$ cat config.mk
export PLATFORM = sky130hd
export DESIGN_NAME = branch_pred_unit
export DESIGN_NICKNAME = d
export VERILOG_FILES = /design/src/rtl/branch_pred_unit.sv
export SDC_FILE = /design/constraint.sdc
export NUM_CORES = 1
export LEC_CHECK = 0
export BUFFER_PORTS_ARGS = -buffer_cell sky130_fd_sc_hd__buf_2
export CAP_MARGIN = 0
export CORE_MARGIN = 2
export CORE_UTILIZATION = 35
export DETAILED_ROUTE_END_ITERATION = 8
export PLACE_DENSITY = 0.49
export SYNTH_ARGS = -nofsm -noshare
export SYNTH_HDL_FRONTEND = slang
export SYNTH_SLANG_ARGS = --single-unit
$ cat constraint.sdc
create_clock -name clk -period 6.7 [get_ports clk]
set_input_delay 1.34 -clock clk [delete_from_list [all_inputs] [get_ports clk]]
set_output_delay 1.34 -clock clk [all_outputs]
set_load 0.01 [all_outputs]
$ cat src/rtl/branch_pred_unit.sv
// rtl/branch_pred_unit.sv - direct-mapped BTB with 2-bit counters; BPU_GSHARE_EN selects gshare counter indexing
module branch_pred_unit #(
    parameter int AWIDTH  = 32,
    parameter int ENTRIES = 16,
    parameter int CNTW    = 32,
    localparam int IDXW   = $clog2(ENTRIES)
) (
    input  logic              clk,
    input  logic              rst,
    input  logic [AWIDTH-1:0] pc_f,
    input  logic              br_f,
    output logic              pred_taken,
    output logic [AWIDTH-1:0] pred_target,
    output logic [IDXW-1:0]   pred_cidx,
    input  logic              upd_valid,
    input  logic [AWIDTH-1:0] upd_pc,
    input  logic [IDXW-1:0]   upd_cidx,
    input  logic              upd_taken,
    input  logic [AWIDTH-1:0] upd_target,
    input  logic              upd_pred_taken,
    output logic              mispredict,
    output logic [CNTW-1:0]   lookup_cnt,
    output logic [CNTW-1:0]   mispred_cnt
);
    localparam int TAGW = AWIDTH - IDXW - 2;

    logic [ENTRIES-1:0] valid;
    logic [TAGW-1:0]    tag_mem [ENTRIES];
    logic [AWIDTH-1:0]  tgt_mem [ENTRIES];
    logic [1:0]         cnt     [ENTRIES];

    logic [IDXW-1:0] f_idx;
    logic [TAGW-1:0] f_tag;
    logic            f_hit;
    logic [IDXW-1:0] u_idx;
    logic [TAGW-1:0] u_tag;
    logic            u_hit;
    logic            tgt_mismatch;

    // Word-aligned PCs: the two low bits never select anything
    logic unused_pc_bits;
    assign unused_pc_bits = ^{pc_f[1:0], upd_pc[1:0]};

    assign f_idx = pc_f[IDXW+1:2];
    assign f_tag = pc_f[AWIDTH-1:IDXW+2];
    assign u_idx = upd_pc[IDXW+1:2];
    assign u_tag = upd_pc[AWIDTH-1:IDXW+2];

`ifdef BPU_GSHARE_EN
    logic [IDXW-1:0] ghr;

    assign pred_cidx = f_idx ^ ghr;

    // Global history shifts in every resolved outcome
    always_ff @(posedge clk or posedge rst) begin
        if (rst) begin
            ghr <= '0;
        end else if (upd_valid) begin
            ghr <= {ghr[IDXW-2:0], upd_taken};
        end
    end
`else
    assign pred_cidx = f_idx;
`endif

    // Lookup reads pre-update state; writes land only at the clock edge
    always_comb begin
        f_hit        = valid[f_idx] && (tag_mem[f_idx] == f_tag);
        pred_taken   = br_f && f_hit && cnt[pred_cidx][1];
        pred_target  = tgt_mem[f_idx];
        u_hit        = valid[u_idx] && (tag_mem[u_idx] == u_tag);
        tgt_mismatch = !u_hit || (tgt_mem[u_idx] != upd_target);
        mispredict   = upd_valid && ((upd_taken != upd_pred_taken) ||
                                     (upd_taken && upd_pred_taken && tgt_mismatch));
    end

    // Valid bits and saturating counters; counters restart at weak-not-taken
    always_ff @(posedge clk or posedge rst) begin
        if (rst) begin
            valid <= '0;
            for (int i = 0; i < ENTRIES; i++) begin
                cnt[i] <= 2'b01;
            end
        end else if (upd_valid) begin
            if (upd_taken) begin
                valid[u_idx] <= 1'b1;
                if (cnt[upd_cidx] != 2'b11) begin
                    cnt[upd_cidx] <= cnt[upd_cidx] + 2'd1;
                end
            end else if (cnt[upd_cidx] != 2'b00) begin
                cnt[upd_cidx] <= cnt[upd_cidx] - 2'd1;
            end
        end
    end

    // Tag/target payload is only meaningful once valid is set, so it carries no reset
    always_ff @(posedge clk) begin
        if (!rst && upd_valid && upd_taken) begin
            tag_mem[u_idx] <= u_tag;
            tgt_mem[u_idx] <= upd_target;
        end
    end

    // Free-running performance counters, wrapping naturally
    always_ff @(posedge clk or posedge rst) begin
        if (rst) begin
            lookup_cnt  <= '0;
            mispred_cnt <= '0;
        end else begin
            if (br_f) begin
                lookup_cnt <= lookup_cnt + CNTW'(1);
            end
            if (mispredict) begin
                mispred_cnt <= mispred_cnt + CNTW'(1);
            end
        end
    end
endmodule

# Word-level counts from Yosys, hierarchy flattened
# Memory sizes are Yosys's and may differ from the RTL's.
# Index checks and enable logic that the tools add are counted.
# classes
n_addsub,4
order_cmp,6
n_eq_ne,6
muxes,21
n_bitwise,3
reduce_logical,19
# op_table
operator,n
$mux 32,3
$add 32x1->32 const B,2
$bwmux 32,2
$eq 26x26->1,2
$ne 32x32->1,1
$bmux 2 s4,2
$or 16x16->16,1
$logic_and 1x1->1,11
$ge 5x5->1 const B,2
$lt 4x5->1 const B,2
$mux 2,5
$not 4->5,2
$bmux 1 s4,2
$demux 2 s4,1
$lt 5x1->1 const B,1
$mux 1,5
$demux 1 s4,1
$ge 4x1->1 const B,1
$reduce_bool 2->1,2
$reduce_and 3->1,1
$add 2x1->2 const B,1
$logic_not 1->1,2
$logic_or 1x1->1,2
$ne 2x1->1 const B,1
4 further kinds,4
# totals
output_inout_bits,102
inputBits,106
mem_count,2
wordCells,80
register_bits,112
ram_bits,928
# memory_table
name,words,width,read_ports,rd_clocked_by_memory_dff,wr,line_no,source
tgt_mem,16,32,2,0,1,29,logic [AWIDTH-1:0] tgt_mem [ENTRIES];
tag_mem,16,26,2,0,1,28,logic [TAGW-1:0] tag_mem [ENTRIES];

# Logic depth before layout (Yosys ltp)
# depth
depth_word,8
depth_mapped,17
ltp_nobuf,13

# Worst setup path after synthesis
# OpenSTA, ideal clock, no wires.
# synth_path
path_type,input-to-reg
start,in upd_pc[4]
end,"mem tag_mem[5][0] in the netlist's numbering, enable pin"
n_path_buf,6
setup_ps,546
path_slack_ps,-614
required_time_ps,6154
stages,8
arrival_time_ps,6768
cell_sequence,buf_2 buf_2 buf_2 buf_2 buf_2 buf_1 nand2_1 nor3_1
# synth_lines
item,line_no,source
"start, declared",16,"input logic [AWIDTH-1:0] upd_pc,"
"end, declared",28,
# Straight into the memory's write port.

# Worst setup path after layout
# layout_path
start,in upd_pc[5]
end,out mispredict
# layout_via
elab_chain_cells,8
word_cells_on_any_way,12
cone_classes,2 x eq/ne; 2 x mux; 6 x reduce/logical; 2 x memory
# layout_lines
item,line_no,source
$mem_v2 16x26 / $bmux 1 s4 (equally long branches),-,
$eq 26x26->1 / $mux 1 (equally long branches),71,u_hit = valid[u_idx] && (tag_mem[u_idx] == u_tag);
$logic_and 1x1->1,71,
$logic_not 1->1,72,tgt_mismatch = !u_hit || (tgt_mem[u_idx] != upd_target);
$logic_or 1x1->1 (*),72,
$logic_and 1x1->1 (*),74,(upd_taken && upd_pred_taken && tgt_mismatch));
$logic_or 1x1->1 (*),73,mispredict = upd_valid && ((upd_taken != upd_pred_taken) ||
$logic_and 1x1->1 (*),73,
"end, declared",21,"output logic mispredict,"
# Every way passes the cells marked *; elsewhere a longest branch is shown, timed or not. The select of a mux whose other input is x is not followed.

==> results.yml <==
clock_tree:
  cts_buffer_depth: 3
  cts_setup_buffers: 0
  cts_hold_buf: 0
  post_cts_resized: 0
  clock_sinks: 1040
  cts_buffers: 115
  htree_num_levels: 3
  path_clk_slew_ps: 50
  cts_tree: "done"
  root_buffer: "clkbuf_16"
  clk-insertion-delay-late_ps: 750
yosys:
  synth_top_flop_cell: "edfxtp_1"
  synth_cells: 2644
  ys_async_sr_fraction_pct: 10.8
  ys_seq_area_share_pct: 62.4
  syn_avg_cell_area_um2: 18.6
  synth_cell_type_count: 68
  ys_ff_latch: 1040
  syn-num-nets: 2755
  ys_top_cells_by_area: "edfxtp_1 (57%), mux4_2 (22%), dfrtp_1 (4.9%), mux2i_1 (2.5%), mux2_2 (1.4%)"
  yosysWarnings: 0
  synth_area_um2: 49200
  synth_edf_count: 928
  yosys.area.top_type_share_pct: 56.6
  synth_top_cell_by_area: "edfxtp_1"
pwr:
  switchingPower_mw: 3.80
  intPower_mw: 11.5
  p_leak_nw: 19.2
  seqPwrFrac_pct: 48.8
  power_per_cell_area_nw_per_um2: 268
  p_clk_share_pct: 39.9
  peakVddDrop_mv: 0.207
  power_frac_comb_pct: 11.2
  swShare_pct: 24.9
global_routing:
  groute.usage.overall_pct: 22.5
  grt_util_met1_pct: 31.3
  grt_pass1_vias: 29500
  grtUsageMet3_pct: 3.64
  busiest_layer: "met2"
  grt_pass1_wl_um: 227000
  gr-usage-met2_pct: 36.5
  overflow: 0
  grt_antenna_before_repair: 20
  grt_max_degree: 103
worst_setup_path:
  critPathLaunchType: "input pin"
  path_max_fanout: 18
  arrival_ps: 5230
  crit_path_top_delay_cell: "nor2b_1"
  crit_chain: "buf_2, nor2b_1, a22oi_1, o21ai_0, xor2_1, a2111oi_0, buf_4, nor4b_1, buf_4, nand4_1, and4b_1, buf_4, or2b_2, inv_1, buf_2"
  cp.required_ps: 5360
  path_delay_family: "simple AND/OR/NAND/NOR gates"
  cp_common_cell: "buf_4"
  crit_type: "in -> out"
  crit_buf_inv: 6
  end_kind: "primary output"
  critical_path.max_stage_delay_ps: 820
route:
  avgViaCountPerCell: 5.87
  drtIter0Drc: 3116
  wl_um: 161000
  firstDrtPassIters: 5
  wl_per_cell_um: 32.8
  ant_nets: 0
  drc_errors: 0
  vias: 28900
timing:
  finClkSkew_ps: 33.4
  setup_viol: 0
  hold_viol: 0
  hold_ws_ps: 475
  period_share_pct: 98.1
  fin_ws_ps: 127
  tightest_slew_ps: 1350
  period_minus_slack_ps: 6570
  rsz0062_at_grt: "false"
  setup_tns_ps: 0
  slew_headroom_pct: 9.98
  fmax_ghz: 0.152
  slew_viol_final: 0
place:
  numPortBuffers: 203
  dp_worst_setup_slack_ps: 199
  gp_congestion: 0.913
  dp.cells: 4706
  dp_hpwl_um: 103000
die:
  die_h_um: 379
  core_um2: 140000
  initial_core_util_pct: 35.3
  rows: 137
  die_w_um: 379
  die-area_um2: 144000
  io_pins: 208
final_layout:
  filler_cell_count: 12600
  num-nets-final: 3058
  drive_above_1_share_pct: 36.7
  finalNonFillerCells: 4917
  multiInputGateArea_um2: 17600
  syn_to_final_growth_pct: 15.8
  seqCellArea_um2: 30700
worst_hold_path:
  worst_hold_path_type: "reg -> reg"
status:
  status: "complete, no violations"
run:
  drv_cap: 0
cell usage in the layout (no fill, tap or decap), drive strengths merged, types with 6 or more instances in the layout:
cell type	count
nor2	73
dfstp	16
xnor2	62
or2	6
and3	15
mux2i	125
edfxtp	928
mux2	63
o21bai	12
nor2b	14
o211ai	6
inv	38
a221oi	15
a31oi	16
a211oi	7
buf	359
clkinv	46
clkbuf	146
clkinvlp	6
o22ai	32
nand3	32
nor4b	7
nand4	23
a21oi	31
dfrtp	96
o221ai	8
nor4	19
bufinv	6
xor2	74
nor3b	6
nand2	82
o21ai	27
a22oi	30
nand2b	13
a22o	8
mux4	482
nor3	54
metal layers:
metal	share of wire (%)	vias up
met1	42	15600
li1	-	11800
met5	0.039	-
met2	48	1194
met4	3.0	12
met3	6.4	263
sequential cells by signal, indices dropped and copies added (netlist names), named ones only:
register,cells
valid,16
cnt,16
mispred_cnt,32
tgt_mem,512
tag_mem,416
lookup_cnt,32
power groups by stage:
stage	sequential (mW)	combinational, mW	clock (mW)
3_3_place_gp	7.57	1.71	0
6_report	7.46	1.71	6.10
4_1_cts	7.46	1.74	6.24
5_1_grt	7.48	1.84	6.47
3_5_place_dp	7.59	1.73	0
2_1_floorplan	7.56	1.03	0
stage by stage:
step	utilization [%]	total power, mW	area, um^2
5_1_grt	40.9	15.8	57000
6_report	40.9	15.3	57000
3_3_place_gp	38.3	9.28	53400
3_5_place_dp	38.3	9.32	53400
2_1_floorplan	-	8.59	49300
4_1_cts	40.9	15.4	57000
worst paths after layout:
kind                            slack [ps]               to             from  cells after the start
max in group asynchronous             4490    lookup_cnt[1]              rst                      3
worst min register to register         470  mispred_cnt[31]  mispred_cnt[31]                      1
worst min-delay path                   470  mispred_cnt[31]  mispred_cnt[31]                      1
min in group asynchronous             1010        valid[14]              rst                      2
worst max-delay path                   130       mispredict        upd_pc[5]                     15
worst max register to register        2690  mispred_cnt[27]  tgt_mem[10][15]                     14
cells in the mapped netlist, types with 37 or more instances:
cell,instances
nor3_1,54
xor2_1,74
edfxtp_1,928
mux2i_1,125
buf_2,37
mux2_2,62
clkbuf_1,70
nor2_1,73
nand2_1,82
xnor2_1,62
dfrtp_1,96
mux4_2,482
cell families after synthesis:
family	Yosys count	synth area share [%]
buffers and inverters	209	2.12
AOI/OAI and AO/OA	227	3.25
adders and majority gates	5	0.127
muxes	670	26.0
and+or+nand+nor	357	3.68
xor gates and xnor gates	136	2.42
DFF	1040	62.4
layout make-up:
cell class | count | area share, %
multi-input cells | 1395 | 30.9
clock inverters | 62 | 0.952
flip-flops and latches | 1040 | 53.8
diodes | 5 | 0.0219
repair buffers | 361 | 4.63
inverters | 34 | 0.228
clock buffers | 144 | 5.31
well taps | 1876 | 4.12
Note: power is estimated with default switching activity, not from simulation.
